==> src/rtl/cart_pkg.sv <==
// Shared types and constants for the cartridge SDRAM sequencer/arbiter.
package cart_pkg;

    // Sequencer states
    typedef enum logic [1:0] {
        IDLE  = 2'd0,
        ISSUE = 2'd1,
        WAIT  = 2'd2,
        DONE  = 2'd3
    } state_e;

    // Grant encoding for the requester currently owning the SDRAM port
    typedef enum logic [1:0] {
        GNT_LD = 2'd0,
        GNT_A  = 2'd1,
        GNT_B  = 2'd2
    } gnt_e;

    // Encoding of the round-robin 'last served slot' bit
    localparam logic LAST_A = 1'b0;
    localparam logic LAST_B = 1'b1;

    // Data returned by a read that the watchdog had to abort
    localparam logic [7:0] RD_ABORT = 8'hFF;

endpackage

==> src/rtl/cart_rd_cache.sv <==
// One-entry read cache for a cartridge slot: address/data/valid with a hit
// compare, a fill port and a clear that invalidates the entry.
module cart_rd_cache
    import cart_pkg::*;
#(
    parameter int AW = 25
) (
    input  logic          clk,
    input  logic          reset,
    input  logic [AW-1:0] lookup_addr,
    output logic          hit,
    output logic [7:0]    data,
    input  logic          fill,
    input  logic [AW-1:0] fill_addr,
    input  logic [7:0]    fill_data,
    input  logic          clear
);

    logic          valid_r;
    logic [AW-1:0] addr_r;
    logic [7:0]    data_r;

    // Entry update: clear wins over fill so a ROM change never leaves a stale line
    always_ff @(posedge clk) begin
        if (reset) begin
            valid_r <= 1'b0;
            addr_r  <= '0;
            data_r  <= RD_ABORT;
        end else if (clear) begin
            valid_r <= 1'b0;
        end else if (fill) begin
            valid_r <= 1'b1;
            addr_r  <= fill_addr;
            data_r  <= fill_data;
        end
    end

    assign hit  = valid_r && (addr_r == lookup_addr);
    assign data = data_r;

endmodule

==> src/rtl/cart_sdram_arb.sv <==
// Sequencer and arbiter sharing the byte-wide SDRAM command port between the
// ROM loader (writes) and the read ports of cartridge slots A and B, with a
// one-entry read cache per slot and a watchdog against a stuck controller.
module cart_sdram_arb
    import cart_pkg::*;
#(
    parameter int AW      = 25,
    parameter int TIMEOUT = 1023
) (
    input  logic          clk,
    input  logic          reset,
    input  logic          ld_req,
    input  logic [AW-1:0] ld_addr,
    input  logic [7:0]    ld_data,
    output logic          ld_ack,
    output logic          ld_wait,
    input  logic          a_req,
    input  logic [AW-1:0] a_addr,
    output logic          a_ack,
    output logic [7:0]    a_dout,
    input  logic          b_req,
    input  logic [AW-1:0] b_addr,
    output logic          b_ack,
    output logic [7:0]    b_dout,
    output logic [AW-1:0] mem_addr,
    output logic [7:0]    mem_din,
    output logic          mem_we,
    output logic          mem_rd,
    input  logic [7:0]    mem_dout,
    input  logic          mem_ready,
    output logic          err
);

    localparam int             WDW      = $clog2(TIMEOUT + 1);
    localparam logic [WDW-1:0] WDOG_MAX = WDW'(TIMEOUT);

    state_e         state_r;
    gnt_e           gnt_r;
    logic           last_r;
    logic [WDW-1:0] wdog_r;
    logic [7:0]     rd_data_r;
    logic           aborted_r;

    logic           ld_live_s;
    logic           a_live_s;
    logic           b_live_s;
    logic           a_win_s;
    logic           b_win_s;
    logic           a_hit_s;
    logic           b_hit_s;
    logic [7:0]     a_cache_data_s;
    logic [7:0]     b_cache_data_s;
    logic           a_fill_s;
    logic           b_fill_s;
    logic           cache_clr_s;

    // A request is ignored during its own ack cycle; if still high after that
    // it is a new request.
    assign ld_live_s = ld_req & ~ld_ack;
    assign a_live_s  = a_req  & ~a_ack;
    assign b_live_s  = b_req  & ~b_ack;

    // Round robin between the slots: the one not served last wins a tie
    assign a_win_s = a_live_s & (~b_live_s | (last_r == LAST_B));
    assign b_win_s = b_live_s & ~a_win_s;

    assign ld_wait = ld_req & ~ld_ack;

    // Cache maintenance happens in DONE; mem_addr still holds the request address
    assign a_fill_s    = (state_r == DONE) && (gnt_r == GNT_A) && !aborted_r;
    assign b_fill_s    = (state_r == DONE) && (gnt_r == GNT_B) && !aborted_r;
    assign cache_clr_s = (state_r == DONE) && (gnt_r == GNT_LD);

    cart_rd_cache #(.AW(AW)) u_cache_a (
        .clk         (clk),
        .reset       (reset),
        .lookup_addr (a_addr),
        .hit         (a_hit_s),
        .data        (a_cache_data_s),
        .fill        (a_fill_s),
        .fill_addr   (mem_addr),
        .fill_data   (rd_data_r),
        .clear       (cache_clr_s)
    );

    cart_rd_cache #(.AW(AW)) u_cache_b (
        .clk         (clk),
        .reset       (reset),
        .lookup_addr (b_addr),
        .hit         (b_hit_s),
        .data        (b_cache_data_s),
        .fill        (b_fill_s),
        .fill_addr   (mem_addr),
        .fill_data   (rd_data_r),
        .clear       (cache_clr_s)
    );

    // Arbitration FSM, command issue, watchdog and all registered outputs
    always_ff @(posedge clk) begin
        if (reset) begin
            state_r   <= IDLE;
            gnt_r     <= GNT_LD;
            last_r    <= LAST_B;
            wdog_r    <= '0;
            rd_data_r <= RD_ABORT;
            aborted_r <= 1'b0;
            ld_ack    <= 1'b0;
            a_ack     <= 1'b0;
            b_ack     <= 1'b0;
            a_dout    <= RD_ABORT;
            b_dout    <= RD_ABORT;
            mem_addr  <= '0;
            mem_din   <= 8'h00;
            mem_we    <= 1'b0;
            mem_rd    <= 1'b0;
            err       <= 1'b0;
        end else begin
            ld_ack <= 1'b0;
            a_ack  <= 1'b0;
            b_ack  <= 1'b0;
            mem_we <= 1'b0;
            mem_rd <= 1'b0;
            case (state_r)
                IDLE: begin
                    wdog_r    <= '0;
                    aborted_r <= 1'b0;
                    if (ld_live_s) begin
                        if (mem_ready) begin
                            gnt_r    <= GNT_LD;
                            mem_addr <= ld_addr;
                            mem_din  <= ld_data;
                            mem_we   <= 1'b1;
                            state_r  <= ISSUE;
                        end
                    end else if (a_win_s) begin
                        if (a_hit_s) begin
                            a_ack  <= 1'b1;
                            a_dout <= a_cache_data_s;
                        end else if (mem_ready) begin
                            gnt_r    <= GNT_A;
                            mem_addr <= a_addr;
                            mem_rd   <= 1'b1;
                            state_r  <= ISSUE;
                        end
                    end else if (b_win_s) begin
                        if (b_hit_s) begin
                            b_ack  <= 1'b1;
                            b_dout <= b_cache_data_s;
                        end else if (mem_ready) begin
                            gnt_r    <= GNT_B;
                            mem_addr <= b_addr;
                            mem_rd   <= 1'b1;
                            state_r  <= ISSUE;
                        end
                    end
                end
                ISSUE: begin
                    // mem_ready here may still reflect the previous command
                    state_r <= WAIT;
                end
                WAIT: begin
                    if (mem_ready) begin
                        rd_data_r <= mem_dout;
                        state_r   <= DONE;
                    end else if (wdog_r == WDOG_MAX) begin
                        err       <= 1'b1;
                        aborted_r <= 1'b1;
                        rd_data_r <= RD_ABORT;
                        state_r   <= DONE;
                    end else begin
                        wdog_r <= wdog_r + 1'b1;
                    end
                end
                DONE: begin
                    case (gnt_r)
                        GNT_LD: ld_ack <= 1'b1;
                        GNT_A: begin
                            a_ack  <= 1'b1;
                            a_dout <= rd_data_r;
                            last_r <= LAST_A;
                        end
                        GNT_B: begin
                            b_ack  <= 1'b1;
                            b_dout <= rd_data_r;
                            last_r <= LAST_B;
                        end
                        default: last_r <= last_r;
                    endcase
                    state_r <= IDLE;
                end
                default: state_r <= IDLE;
            endcase
        end
    end

endmodule

==> config.mk <==
export PLATFORM = sky130hd
export DESIGN_NAME = cart_sdram_arb
export DESIGN_NICKNAME = d
export VERILOG_FILES = /design/src/rtl/cart_pkg.sv /design/src/rtl/cart_rd_cache.sv /design/src/rtl/cart_sdram_arb.sv
export SDC_FILE = /design/constraint.sdc
export NUM_CORES = 1
export LEC_CHECK = 0
export ABC_CLOCK_PERIOD_IN_PS = 2360
export BUFFER_PORTS_ARGS = -buffer_cell sky130_fd_sc_hd__buf_2
export CAP_MARGIN = 15
export CORE_ASPECT_RATIO = 0.7
export CORE_UTILIZATION = 35
export CTS_CLUSTER_SIZE = 20
export DETAILED_ROUTE_END_ITERATION = 10
export SYNTH_ARGS = -nofsm -noshare
export SYNTH_HDL_FRONTEND = slang
export SYNTH_SLANG_ARGS = --single-unit
export TNS_END_PERCENT = 30
==> constraint.sdc <==
create_clock -name clk -period 2.36 [get_ports clk]
set_input_delay 0.118 -clock clk [delete_from_list [all_inputs] [get_ports clk]]
set_output_delay 0.118 -clock clk [all_outputs]
set_load 0.02 [all_outputs]
==> summary.md <==
| Metric | Value |
|---|---|
| Outcome | completed |
| # setup viols final | 0 |
| Final min period | 2.24 ns |
| # port buffers | 152 |
| Pleak | 3.71 nW |
| Worst Hold Slack | 0.00941 ns |
| Routed via count | 6,435 |
| First-pass GRT wire length | 32.6 mm |
| Routed Antenna Nets | 0 |
| Die Area | 20,100 um2 |
| Placed wire-length estimate | 14.6 mm |
| Min-delay src | ld_addr[8] |
| Die X | 169 um |
| Setup Buffers After CTS | 0 |
| Clock latency on the worst-skew pair | 0.43 ns |
| Crit end category | flop |
| Placed Cells | between 1,000 and 1,500 |
| All-layer global routing usage | 0.211 |
| Ant diodes | 0 |
| Count of final hold-check violations | 0 |
| Non-filler cells, final | between 1,000 and 1,500 |
| Num ports | about 150 |
| Post-route cell area | 8740 um2 |
| RSZ-0062 raised after global routing | false |
| Max-slew violation count | 0 |
| Remaining Overflow, GRT | 0 |
| Slew @ Worst Pin | approximately 0.75 ns |
| Fill count | 1,903 |
| Initial detailed-routing violation count | about 530 |
| Total wire length | between 20 and 25 mm |
| Num rows | 42 |
| Inserted Clock Buffers | 17 |
| Slew headroom | 0.502 |
| Vias per cell | 5.00 |
| Vias in the first global route | 5,925 |
| Pwr per Cell Area | 846 nW/um2 |
| Ys Warns | 0 |
| Register area share after synthesis | 0.431 |
| H-tree Lvls | 4 |
| DP Worst Slack | roughly 0.09 ns |
| Clock slew at reported path FFs | 0.06 ns |
| Period utilization | 0.950 |
| Die height | 119 um |
| Final nets | 1,114 |
| Max_cap viols | 0 |
| Placed Area | 7890 um2 |
| Layout cell share with drive strength beyond 1 | 0.219 |
| CTS tree | built |
| FF-to-FF Start | u_cache_a.addr_r[14]$_SDFFE_PP0P_ |
| Root Driver | clkbuf_16 |
| Final setup margin | 0.119 ns |
| Synthesis-stage register bit count | around 150 |
| Routed WL per cell | 16.1 um |
| Gpl congestion | 0.802 |
| Worst Hold Class | in -> reg |
| Peak Freq | 446 MHz |
| Post-synth top area cell | dfxtp_1 |
| Final TNS setup | 0 ns |
| Synth top area cells | dfxtp_1, nand2_1, mux2i_1, a21oi_1, xor2_1 |
| CTS Buffer Depth | 2 |
| Net Count, Synth | 956 |
| Largest net degree at the start of global routing | 95 |
| Post-synth top area share | 0.431 |
| Synthesized area per cell | between 8 and 9 um2 |
| Core area | around 19,000 um2 |
| Worst setup SP type | flop |
| Arr. time, crit path | 2.59 ns |
| Initial antenna violation count | 0 |
| Starting density of the core | 0.360 |
| Synth Instances | 852 |
| Critical Path Fanout Max | 25 |
| Cell Area, Synth | 6820 um2 |
| Critical Path Source | u_cache_a.addr_r[14]$_SDFFE_PP0P_ |
| CTS sink cnt | 147 |
| CP required | 2.71 ns |
| Number of library cell types mapped by synthesis | 50 |
| Critical setup path kind | reg -> reg |
| Setup Skew | between 0.008 and 0.009 ns |
| Worst vdd ir | 501 uV |
| P&R area growth vs syn | 28.1% |
| Detailed-route DRC error count | 0 |
| Drt first pass iters | 5 |
==> Yosys cell counts (all sizes together) <==
library cell    n
a2111oi         1
nand3b          2
o22ai           9
o211a           1
a21o            1
or4             3
o21ai          14
nor2           26
inv             8
nor2b          11
o311ai          1
o211ai         26
a311oi          1
buf             7
or2             2
ha              7
a31oi           1
clkbuf         50
nand3          48
mux2i          42
xor2           31
a41oi           2
nand2b          3
nor3            8
nor4            8
o21a            2
a221oi          1
clkinv          1
o31ai           3
dfxtp         147
a21oi          77
a22oi           1
a32oi           1
xnor2          22
nand2         247
nand4           9
o21bai          1
a211oi         13
and3           13
or3             1
==> critical path, stage by stage, from the launching register on <==
cell      delay (ns)
dfxtp_1         0.32
xnor2_1         0.18
nand4_1         0.16
or4_4           0.60
o311ai_4        0.29
a21o_1          0.16
buf_12          0.23
mux2i_1         0.21
==> metal layers <==
| layer | wire length, um | part of all wire | up-vias | GRT usage |
|---|---|---|---|---|
| met2 | 7990 | 0.39 | 198 | 0.275 |
| met1 | 11200 | 0.54 | 2988 | 0.338 |
| met3 | 1440 | 0.069 | 15 | 0.0512 |
| met4 | 138 | 0.0067 | 0 | 0.0449 |
| li1 | - | - | 3234 | - |
| met5 | 0 | 0 | - | 0 |
==> layout make-up <==
type / count / area, um2 / area share
inverters: 9 / 33.8 / 0.00387
flip-flops and latches: 147 / 2940 / 0.337
multi-input cells: 639 / 3610 / 0.414
well taps: 264 / 330 / 0.0378
repair buffers: 196 / 1180 / 0.135
clock inverters: 14 / 201 / 0.0231
clock buffers: 18 / 439 / 0.0503
==> through the flow <==
step                total power [mW]  utilization
finish                          7.39        0.461
global route                    7.75        0.461
CTS                             7.44        0.460
detailed placement              4.47        0.416
global placement                4.46        0.416
floorplan                       3.90            -
==> logic make-up (layout without fill, tap and decap cells) <==
logic type	Yosys count	after routing	share of synthesized area
and+or+nand+nor	381	381	0.242
xor gates and xnor gates	53	53	0.0680
AOI/OAI and AO/OA	156	156	0.142
muxes	42	42	0.0616
buffers and inverters	66	237	0.0424
DFF	147	147	0.431
adders and majority gates	7	7	0.0128
==> timing repair <==
item	CTS	global route
hold buffers	19	0
endpoints found under the hold margin	19	0
resized for setup	0	2
setup endpoints to repair	0	26
==> cells in the final DEF (no fill, tap or decap), types with 3 or more instances in the layout <==
| cell type | instances |
|---|---|
| nand2_1 | 247 |
| buf_2 | 152 |
| dfxtp_1 | 147 |
| a21oi_1 | 77 |
| nand3_1 | 48 |
| mux2i_1 | 42 |
| xor2_1 | 31 |
| o211ai_1 | 26 |
| nor2_1 | 24 |
| buf_4 | 22 |
| xnor2_1 | 20 |
| dlygate4sd3_1 | 19 |
| clkbuf_16 | 17 |
| a211oi_1 | 13 |
| and3_1 | 13 |
| nor2b_1 | 10 |
| nand4_1 | 9 |
| o21ai_1 | 9 |
| o22ai_1 | 9 |
| nor4_1 | 8 |
| nor3_1 | 8 |
| inv_1 | 7 |
| ha_1 | 7 |
| o21ai_0 | 4 |
| bufinv_16 | 4 |
| inv_6 | 4 |
| clkinv_4 | 3 |
| buf_12 | 3 |
==> sequential cells by signal (all words and copies together), names as in the netlist, 2 cells and up <==
| name | flops |
|---|---|
| mem_addr | 25 |
| u_cache_a.addr_r | 25 |
| u_cache_b.addr_r | 25 |
| wdog_r | 10 |
| a_dout | 8 |
| b_dout | 8 |
| mem_din | 8 |
| rd_data_r | 8 |
| u_cache_a.data | 8 |
| u_cache_b.data | 8 |
| gnt_r | 2 |
| state_r | 2 |
==> worst paths after layout <==
kind	to	slack, ns	cells after the start
worst max-delay path	mem_addr[20]$_SDFFE_PP0P_	0.12	7
worst min-delay path	mem_addr[8]$_SDFFE_PP0P_	0.009	3
worst max register to register	mem_addr[20]$_SDFFE_PP0P_	0.12	7
worst min register to register	mem_din[2]$_SDFFE_PP0P_	0.45	2
==> report_power, final <==
| group | leakage (nW) | switching [mW] | internal (mW) |
|---|---|---|---|
| sequential | 1.19 | 0.152 | 2.63 |
| combinational | 2.21 | 1.04 | 0.639 |
| clock | 0.308 | 1.12 | 1.81 |
No activity file was read; power rests on OpenSTA's default activity.
